--- src/rtl/life_ctrl.sv ---
// Player and goomba life-cycle controller: turns sticky collision death flags
// into death/respawn/invulnerability sequences, score, and collision clears.

package life_pkg;
  typedef enum logic [1:0] {
    P_ALIVE  = 2'd0,
    P_DYING  = 2'd1,
    P_INVULN = 2'd2,
    P_OUT    = 2'd3
  } pstate_t;

  typedef enum logic {
    G_IDLE     = 1'b0,
    G_SQUASHED = 1'b1
  } gstate_t;
endpackage

module life_player
  import life_pkg::*;
#(
  parameter int START_LIVES  = 3,
  parameter int DEATH_FRAMES = 60,
  parameter int INV_FRAMES   = 90
) (
  input  logic       Clk,
  input  logic       Reset,
  input  logic       tick,
  input  logic       rise,
  output pstate_t    state,
  output logic [2:0] lives,
  output logic       respawn,
  output logic       expire
);
  logic [7:0] cnt;
  logic       death_done;

  assign death_done = (state == P_DYING) && tick && (cnt == 8'(DEATH_FRAMES - 1));
  // Only a death with a spare life respawns; the last life goes straight to OUT.
  assign expire     = death_done && (lives > 3'd1);

  // NOTE: every register here is sequential state, so it is written with <=
  // only; mixing in blocking writes would make read order matter.
  always_ff @(posedge Clk or negedge Reset) begin
    if (!Reset) begin
      state   <= P_ALIVE;
      lives   <= 3'(START_LIVES);
      cnt     <= 8'd0;
      respawn <= 1'b0;
    end else begin
      respawn <= expire;
      case (state)
        P_ALIVE: begin
          if (rise) begin
            state <= P_DYING;
            cnt   <= 8'd0;
          end
        end
        P_DYING: begin
          if (death_done) begin
            cnt <= 8'd0;
            if (lives > 3'd1) begin
              lives <= lives - 3'd1;
              state <= P_INVULN;
            end else begin
              lives <= 3'd0;
              state <= P_OUT;
            end
          end else if (tick) begin
            cnt <= cnt + 8'd1;
          end
        end
        P_INVULN: begin
          if (tick) begin
            if (cnt == 8'(INV_FRAMES - 1)) begin
              state <= P_ALIVE;
              cnt   <= 8'd0;
            end else begin
              cnt <= cnt + 8'd1;
            end
          end
        end
        default: ;
      endcase
    end
  end
endmodule

module life_ctrl
  import life_pkg::*;
#(
  parameter int START_LIVES   = 3,
  parameter int DEATH_FRAMES  = 60,
  parameter int INV_FRAMES    = 90,
  parameter int SQUASH_FRAMES = 30,
  parameter int STOMP_POINTS  = 100
) (
  input  logic        Clk,
  input  logic        Reset,
  input  logic        frame_Clk,
  input  logic        mario_dead,
  input  logic        luigi_dead,
  input  logic        gomba_dead,
  output logic [2:0]  mario_lives,
  output logic [2:0]  luigi_lives,
  output logic [1:0]  mario_state,
  output logic [1:0]  luigi_state,
  output logic        mario_respawn,
  output logic        luigi_respawn,
  output logic        gomba_respawn,
  output logic        gomba_squashed,
  output logic        coll_clear,
  output logic [15:0] score,
  output logic        game_over
);
  logic [2:0]  fsync;
  logic        tick;
  logic [2:0]  dead_q;
  logic [2:0]  rise_q;
  pstate_t     m_state, l_state;
  logic        m_expire, l_expire, g_expire;
  gstate_t     g_state;
  logic [7:0]  g_cnt;
  logic [16:0] score_sum;

  // Two synchronizer flops, third flop only for edge detection.
  always_ff @(posedge Clk or negedge Reset) begin
    if (!Reset) begin
      fsync  <= 3'b000;
      dead_q <= 3'b000;
      rise_q <= 3'b000;
    end else begin
      fsync  <= {fsync[1:0], frame_Clk};
      dead_q <= {gomba_dead, luigi_dead, mario_dead};
      rise_q <= {gomba_dead, luigi_dead, mario_dead} & ~dead_q;
    end
  end

  assign tick = fsync[1] & ~fsync[2];

  life_player #(
    .START_LIVES (START_LIVES),
    .DEATH_FRAMES(DEATH_FRAMES),
    .INV_FRAMES  (INV_FRAMES)
  ) u_mario (
    .Clk    (Clk),
    .Reset  (Reset),
    .tick   (tick),
    .rise   (rise_q[0]),
    .state  (m_state),
    .lives  (mario_lives),
    .respawn(mario_respawn),
    .expire (m_expire)
  );

  life_player #(
    .START_LIVES (START_LIVES),
    .DEATH_FRAMES(DEATH_FRAMES),
    .INV_FRAMES  (INV_FRAMES)
  ) u_luigi (
    .Clk    (Clk),
    .Reset  (Reset),
    .tick   (tick),
    .rise   (rise_q[1]),
    .state  (l_state),
    .lives  (luigi_lives),
    .respawn(luigi_respawn),
    .expire (l_expire)
  );

  assign mario_state    = m_state;
  assign luigi_state    = l_state;
  assign gomba_squashed = (g_state == G_SQUASHED);
  assign g_expire       = (g_state == G_SQUASHED) && tick && (g_cnt == 8'(SQUASH_FRAMES - 1));
  assign score_sum      = {1'b0, score} + 17'(STOMP_POINTS);

  always_ff @(posedge Clk or negedge Reset) begin
    if (!Reset) begin
      g_state       <= G_IDLE;
      g_cnt         <= 8'd0;
      score         <= 16'd0;
      gomba_respawn <= 1'b0;
      coll_clear    <= 1'b0;
      game_over     <= 1'b0;
    end else begin
      gomba_respawn <= g_expire;
      // One shared pulse even when several timers expire on the same tick.
      coll_clear    <= m_expire | l_expire | g_expire;
      game_over     <= (m_state == P_OUT) && (l_state == P_OUT);
      case (g_state)
        G_IDLE: begin
          if (rise_q[2]) begin
            g_state <= G_SQUASHED;
            g_cnt   <= 8'd0;
            score   <= score_sum[16] ? 16'hFFFF : score_sum[15:0];
          end
        end
        default: begin
          if (g_expire) begin
            g_state <= G_IDLE;
            g_cnt   <= 8'd0;
          end else if (tick) begin
            g_cnt <= g_cnt + 8'd1;
          end
        end
      endcase
    end
  end
endmodule

--- config.mk ---
export PLATFORM = sky130hd
export DESIGN_NAME = life_ctrl
export DESIGN_NICKNAME = d
export VERILOG_FILES = /design/src/rtl/life_ctrl.sv
export SDC_FILE = /design/constraint.sdc
export NUM_CORES = 1
export LEC_CHECK = 0
export CORE_ASPECT_RATIO = 0.8
export CORE_MARGIN = 3
export CORE_UTILIZATION = 25
export CTS_BUF_LIST = sky130_fd_sc_hd__clkbuf_8
export DETAILED_ROUTE_END_ITERATION = 12
export PLACE_DENSITY = 0.48
export SYNTH_ARGS = -nofsm -noshare
export SYNTH_HDL_FRONTEND = slang
export SYNTH_SLANG_ARGS = --single-unit
--- constraint.sdc ---
create_clock -name Clk -period 6.2 [get_ports Clk]
set_input_delay 0.62 -clock Clk [delete_from_list [all_inputs] [get_ports Clk]]
set_output_delay 0.62 -clock Clk [all_outputs]
set_load 0.01 [all_outputs]
==> summary.md, run 1 <==
| Metric | Value |
|---|---|
| Ys flop type | dfrtp_1 |
| Initial antenna violation count | 0 |
| Die width | 139 um |
| Clock skew | ~10 ps |
| Hold path depth | 0 |
| Fin crit share | 0.355 |
| Setup bufs post-CTS | 0 |
| CP max FO | 6 |
| Outcome | finished, final reports clean |
| Clock sink count | 64 |
| Average size of a mapped cell | 9.99 um2 |
| Layout cells sized above 1 | 0.0695 |
| Synth warn | 0 |
| Total Routing Usage GR | 0.105 |
| Pwr Density | roughly 370 mW/mm2 |
| Worst EP arrival | 2460 ps |
| Crit path max-delay family | compound AO/OA/AOI/OAI gates |
| CTS-repair resized insts | 0 |
| Synth Area in Compound Gates | 0.169 |
| Adder-cell share of the synthesized area | 0.0739 |
| Clk pin slew, worst setup/hold paths | 70 ps |
| Startpoint types | flip-flop |
| Number of top-level pins | 38 |
| TritonCTS clock tree | yes |
| Final min period | around 2200 ps |
| RSZ-0062 raised after global routing | no |
| # diodes | 0 |
| Worst path depth | 6 |
| Sw Share | 0.372 |
| CTS buffer count | 9 |
| Internal | approximately 1 mW |
| Chip Height | around 110 um |
| Synth Net Count | roughly 380 |
| Core box area | 0.0137 mm2 |
| Clk_lat worst skew | roughly 350 ps |
| Final hold vios | 0 |
| P&R area growth vs syn | 22.0% |
| DR pass1 iterations | 4 |
| Worst R2R Path Depth | 6 |
| Lkg Pwr | approximately 1.9 nW |
| Input/output buffers | 37 |
| Seq/Total Area, Yosys | 0.452 |
| Cell count after synthesis | 356 |
| Final #Nets | between 400 and 500 |
| Vias per cell | between 4 and 5 |
| Post-synthesis mux area share | 0.0317 |
| Global route total overflow | 0 |
| Die Area | approximately 0.016 mm2 |
| Critical path type | reg -> reg |
| Routed vias | 2760 |
| Switching pwr | between 0.5 and 0.6 mW |
| Asr flop ratio synth | 1.00 |
| Crit. End Element | flip-flop |
| Sequential fraction of design power | 0.391 |
| Final setup TNS | 0 ps |
| Largest stage delay, worst path | between 600 and 700 ps |
| Max_slew headroom | 0.440 |
| Worst hold path type | reg -> reg |
| Most frequent cells after synthesis | dfrtp_1, nand2_1, inv_1 |
| Main combinational cell family by area after synthesis | simple AND/OR/NAND/NOR gates |
| Top cells by area, synth | dfrtp_1, ha_1, nand2_1 |
| First-pass GRT wire length | 13.6 mm |
| VDD IR max | roughly 0.11 mV |
| Cell taking the most area after synthesis | dfrtp_1 |
| Cell with the most instances after synthesis | dfrtp_1 |
| Max Buffers Root-to-Sink | 2 |
| Count of hold-fix buffers inserted at cts | 0 |
| H-tree levels | 3 |
| Final WL | approximately 8.0 mm |
| Max Cap Viol | 0 |
| Detail Placement HPWL | roughly 5.8 mm |
| Crit path buf inv count | 1 |
| Wire per inst | between 10 and 15 um |
| Worst-path cell chain | inv_1, ha_1, or2_1, a211oi_1, o211ai_1, o211ai_1 |
| Final setup violating endpoints | 0 |
| Initial core utilization | 0.259 |
| Count of cell types in the netlist | 63 |
| Synth top area share | 0.422 |
| Worst path slowest cell | a211oi_1 |
| Post-synth EDFFs | 0 |
| ANT nets after route | 0 |
| Root Buffer | clkbuf_8 |
| Worst slew pin tran | between 800 and 900 ps |
| Gpl congestion | between 0.8 and 0.9 |
| Num rows | 38 |
| # fillers | between 1000 and 1500 |
| Largest net degree at the start of global routing | 65 |
| Worst endpoint required time | approximately 6500 ps |
| Starting DRT DRC Count | 215 |
| F_max | ~450 MHz |
| Vias in the first global route | between 2000 and 3000 |
| Core Util, Final | 0.316 |
| Clock network fraction of design power | 0.253 |
| Post-synthesis register bit count | 64 |
| Combinational power share | 0.356 |
| Final Slew Violations | 0 |
| Synth Area in Simple Gates | 0.216 |
| Cell area after synthesis | roughly 0.0036 mm2 |
| Cell mode on critical path | o211ai_1 |
| Synth Area in XOR/XNOR | 0.0246 |
| Residual DRC | 0 |
worst paths after layout:
path | from | end | slack [ps]
worst min register to register | fsync[0] | fsync[1] | 350
worst max-delay path | u_luigi.state[0] | u_luigi.cnt[2] | 4000
max in group asynchronous | Reset | score[11] | 5190
min in group asynchronous | Reset | g_cnt[1] | 440
worst max register to register | u_luigi.state[0] | u_luigi.cnt[2] | 4000
worst min-delay path | fsync[0] | fsync[1] | 350
through the flow:
step | hold slack (ps) | instances | worst slack [ps] | power (mW) | cell area [um2]
after floorplan | 324 | 356 | 4140 | 0.998 | 3560
after global placement | 336 | 567 | 4050 | 1.19 | 4120
after detailed placement | 343 | 567 | 3970 | 1.19 | 4120
after CTS | 356 | 583 | 3970 | 1.61 | 4340
after global routing | 363 | 583 | 3780 | 1.71 | 4340
final | 353 | 583 | 4000 | 1.59 | 4340
placed cells by master, fill, tap and decap left out, drive strengths merged, types with 10 or more instances in the layout:
master | Yosys | final
nor2 | 19 | 19
inv | 22 | 23
o21ai | 16 | 16
clkdlybuf4s50 | 0 | 36
nand3 | 16 | 16
ha | 21 | 21
clkbuf | 5 | 10
dfrtp | 60 | 60
nand2 | 38 | 38
layout make-up:
cell class	instances	area (um2)	area share
clock buffer	10	138	0.0317
clock inverter	6	83.8	0.0193
inverter	22	82.6	0.0190
multi-input combinational	263	1830	0.422
sequential	64	1610	0.370
tap	180	225	0.0519
timing repair buffer	38	373	0.0860
sequential cells by signal, summed over array words and instances, names as in the netlist, 2 cells and up:
signal and cells:
u_mario.lives 3, dead_q 3, g_cnt 8, u_luigi.state 2, score 15, fsync 3, u_luigi.cnt 8, rise_q 3
u_luigi.lives 3, u_mario.cnt 8, u_mario.state 2
power groups by stage:
stage / clock [mW] / sequential (mW) / combinational, mW
final: 0.402 / 0.620 / 0.565
after global routing: 0.437 / 0.639 / 0.633
after CTS: 0.422 / 0.620 / 0.570
after detailed placement: 0 / 0.626 / 0.568
after global placement: 0 / 0.622 / 0.564
after floorplan: 0 / 0.613 / 0.385
logic make-up after synthesis:
family,Yosys count
xor gates and xnor gates,10
and+or+nand+nor,139
AOI/OAI and AO/OA,83
adders and majority gates,21
buffers and inverters,29
DFF,64
muxes,10
per-layer routing:
layer / part of all wire / vias up / track usage
li1: - / 1387 / -
met1: 0.52 / 1318 / 0.153
met2: 0.43 / 53 / 0.151
met3: 0.054 / 2 / 0.0285
met4: 0.0043 / 0 / 0.0319
met5: 0 / - / 0
Power figures use the tool's default switching activity.
==> run 2: changes to the inputs <==
==> constraint.sdc (replaced) <==
create_clock -name Clk -period 2.2 [get_ports Clk]
set_input_delay 0.22 -clock Clk [delete_from_list [all_inputs] [get_ports Clk]]
set_output_delay 0.22 -clock Clk [all_outputs]
set_load 0.01 [all_outputs]
==> run 2 against run 1 <==
Net effect:
- sequential cell count stayed put
- largest cell class unchanged
- wire length rose by 3.4%
- clock power rose by 130%
- register-to-register slack lost 3800 ps
- highest routed layer unchanged
- largest power group unchanged
- global-route usage increased by 0.43 points
- critical path depth did not move
- via count rose by 2.5%
- sequential power grew to 2.8 times the previous value
==> summary.md, run 2 (synthesis gave the netlist of run 1 again) <==
| Metric | Value |
|---|---|
| Outcome | finished, final reports clean |
| ANT nets after route | 0 (unchanged) |
| Max Buffers Root-to-Sink | 2 (unchanged) |
| Clock sink count | 64 (unchanged) |
| # diodes | 0 (unchanged) |
| Fin crit share | 0.912 (+0.557) |
| H-tree levels | 3 (unchanged) |
| Chip Height | 113 um (unchanged) |
| Detail Placement HPWL | 5.89 mm (+2.2%) |
| Largest Register | score |
| Num rows | 38 (unchanged) |
| DR pass1 iterations | 4 (unchanged) |
| Clk pin slew, worst setup/hold paths | 70 ps (about the same) |
| Max_slew headroom | 0.648 (+0.207) |
| Gpl congestion | 0.877 (+8.2%) |
| Core box area | 0.0137 mm2 (unchanged) |
| Sequential fraction of design power | 0.397 (+0.006) |
| Final setup TNS | 0 ps (unchanged) |
| Vias in the first global route | 2766 (+5.1%) |
| VDD IR max | 0.303 mV (+180%) |
| Number of top-level pins | 38 (unchanged) |
| Die Area | 0.0157 mm2 (unchanged) |
| Vias per cell | 4.76 (+0.57%) |
| Combinational power share | 0.391 (+0.035) |
| Layout cells sized above 1 | 0.0894 (+0.0199) |
| Root Buffer | clkbuf_8 |
| Worst EP arrival | 2260 ps (-200 ps) |
| Pwr Density | 998 mW/mm2 (+170%) |
| Critical path type | reg -> reg |
| First-pass GRT wire length | 13.9 mm (+2.4%) |
| P&R area growth vs syn | 23.5% |
| Final #Nets | 436 (+2.6%) |
| Initial core utilization | 0.259 (unchanged) |
| CP max FO | 6 (unchanged) |
| Sw Share | 0.384 (+0.0126) |
| Lkg Pwr | 1.91 nW (+2.3%) |
| Worst endpoint required time | 2450 ps (-4010 ps) |
| Clock network fraction of design power | 0.212 (-0.041) |
| Worst hold path type | in -> async |
| CTS-repair resized insts | 0 (unchanged) |
| Max Cap Viol | 0 (unchanged) |
| F_max | 498 MHz (+9.7%) |
| Clk_lat worst skew | 350 ps (about the same) |
| Initial antenna violation count | 0 (unchanged) |
| Wire per inst | 13.9 um (+1.5%) |
| Switching pwr | 1.69 mW (+190%) |
| # fillers | 1391 (-1.6%) |
| Internal | 2.70 mW (+170%) |
| Post-place setup slack | 225 ps (-3740 ps) |
| CTS buffer count | 9 (unchanged) |
| TritonCTS clock tree | yes |
| Worst setup margin | 193 ps (-3800 ps) |
| RSZ-0062 raised after global routing | no |
| Starting DRT DRC Count | 223 (+3.7%) |
| Die width | 139 um (unchanged) |
| Crit. End Element | flip-flop |
| Final hold vios | 0 (unchanged) |
| Number of flip-flops in the largest register | 15 (unchanged) |
| Final WL | 8.26 mm (+3.4%) |
| Final setup violating endpoints | 0 (unchanged) |
| Total Routing Usage GR | 0.109 (+0.00429) |
| Commonest non-fill, non-tap cells in the layout | dfrtp_1, nand2_1, clkdlybuf4s50_1 |
| Global route total overflow | 0 (unchanged) |
| Clock skew | 8.60 ps (-1.78 ps) |
| Most common cell after layout, fill and taps aside | dfrtp_1 |
| Largest net degree at the start of global routing | 58 (-11%) |
| Routed vias | 2828 (+2.5%) |
| Final min period | 2010 ps (-196 ps) |
| Input/output buffers | 37 (unchanged) |
| Final Slew Violations | 0 (unchanged) |
| Residual DRC | 0 (unchanged) |
| Startpoint types | flip-flop |
| Worst slew pin tran | 515 ps (-325 ps) |
-- run 2: area by class of cell --
type	instances	area, um2	share of cell area
timing repair buffer	49	470	0.107
clock inverter	5	25.0	0.00570
clock buffer	11	151	0.0345
sequential	64	1610	0.366
multi-input combinational	263	1830	0.417
inverter	22	82.6	0.0188
tap	180	225	0.0513
-- run 2: power groups by stage --
| stage | Combinational, mW | Clock [mW] | Sequential, mW |
|---|---|---|---|
| 6_report | 1.72 | 0.929 | 1.74 |
| 5_1_grt | 1.90 | 1.02 | 1.80 |
| 4_1_cts | 1.71 | 0.976 | 1.74 |
| 3_5_place_dp | 1.70 | 0 | 1.76 |
| 3_3_place_gp | 1.69 | 0 | 1.75 |
| 2_1_floorplan | 1.08 | 0 | 1.73 |
-- run 2: stage by stage --
stage / power (mW) / util / hold slack [ps] / instances / instance area, um2
global route: 4.72 / 0.320 / 254 / 594 / 4390
floorplan: 2.81 / - / -75.6 / 356 / 3560
CTS: 4.42 / 0.319 / 247 / 593 / 4380
finish: 4.38 / 0.320 / 250 / 594 / 4390
detailed placement: 3.45 / 0.305 / 82.8 / 576 / 4200
global placement: 3.44 / 0.305 / 84.3 / 576 / 4200
-- run 2: layer usage --
| metal | GRT usage | vias up | routed length [um] |
|---|---|---|---|
| li1 | - | 1411 | - |
| met1 | 0.156 | 1353 | 4310 |
| met2 | 0.160 | 52 | 3520 |
| met3 | 0.0294 | 12 | 299 |
| met4 | 0.0352 | 0 | 122 |
| met5 | 0 | - | 0 |
-- run 2: critical path, stage by stage, from the launching register on --
cell	delay, ps
dfrtp_1	440
inv_1	120
ha_1	260
or2_1	250
a2111oi_0	540
o2111ai_1	200
o311ai_1	120
-- run 2: path summary, 6_finish.rpt --
| kind | startpoint | end | slack, ps | cells after the start |
|---|---|---|---|---|
| worst max-delay path | u_luigi.state[0] | u_luigi.cnt[5] | 190 | 6 |
| worst min-delay path | Reset | u_mario.lives[2] | 250 | 2 |
| worst min register to register | fsync[0] | fsync[1] | 350 | 0 |
| worst max register to register | u_luigi.state[0] | u_luigi.cnt[5] | 190 | 6 |
| max in group asynchronous | Reset | u_luigi.lives[0] | 1340 | 3 |
| min in group Clk | mario_dead | dead_q[0] | 330 | 1 |
-- run 2: what timing repair did --
action / 4_1_cts / 5_1_grt
hold buffers: 1 / 0
buffers inserted: 0 / 1
endpoints found under the hold margin: 7 / 0
setup endpoints to repair: 0 / 1
==> run 3: changes to the inputs <==
==> constraint.sdc (replaced) <==
create_clock -name Clk -period 2.2 [get_ports Clk]
set_input_delay 0.22 -clock Clk [delete_from_list [all_inputs] [get_ports Clk]]
set_output_delay 0.22 -clock Clk [all_outputs]
set_load 0.005 [all_outputs]
==> results of run 3 <==
The final DEF is identical to that of run 2. Status: finished, final reports clean.
Among the figures that moved: total power 4.38 mW -> 4.34 mW
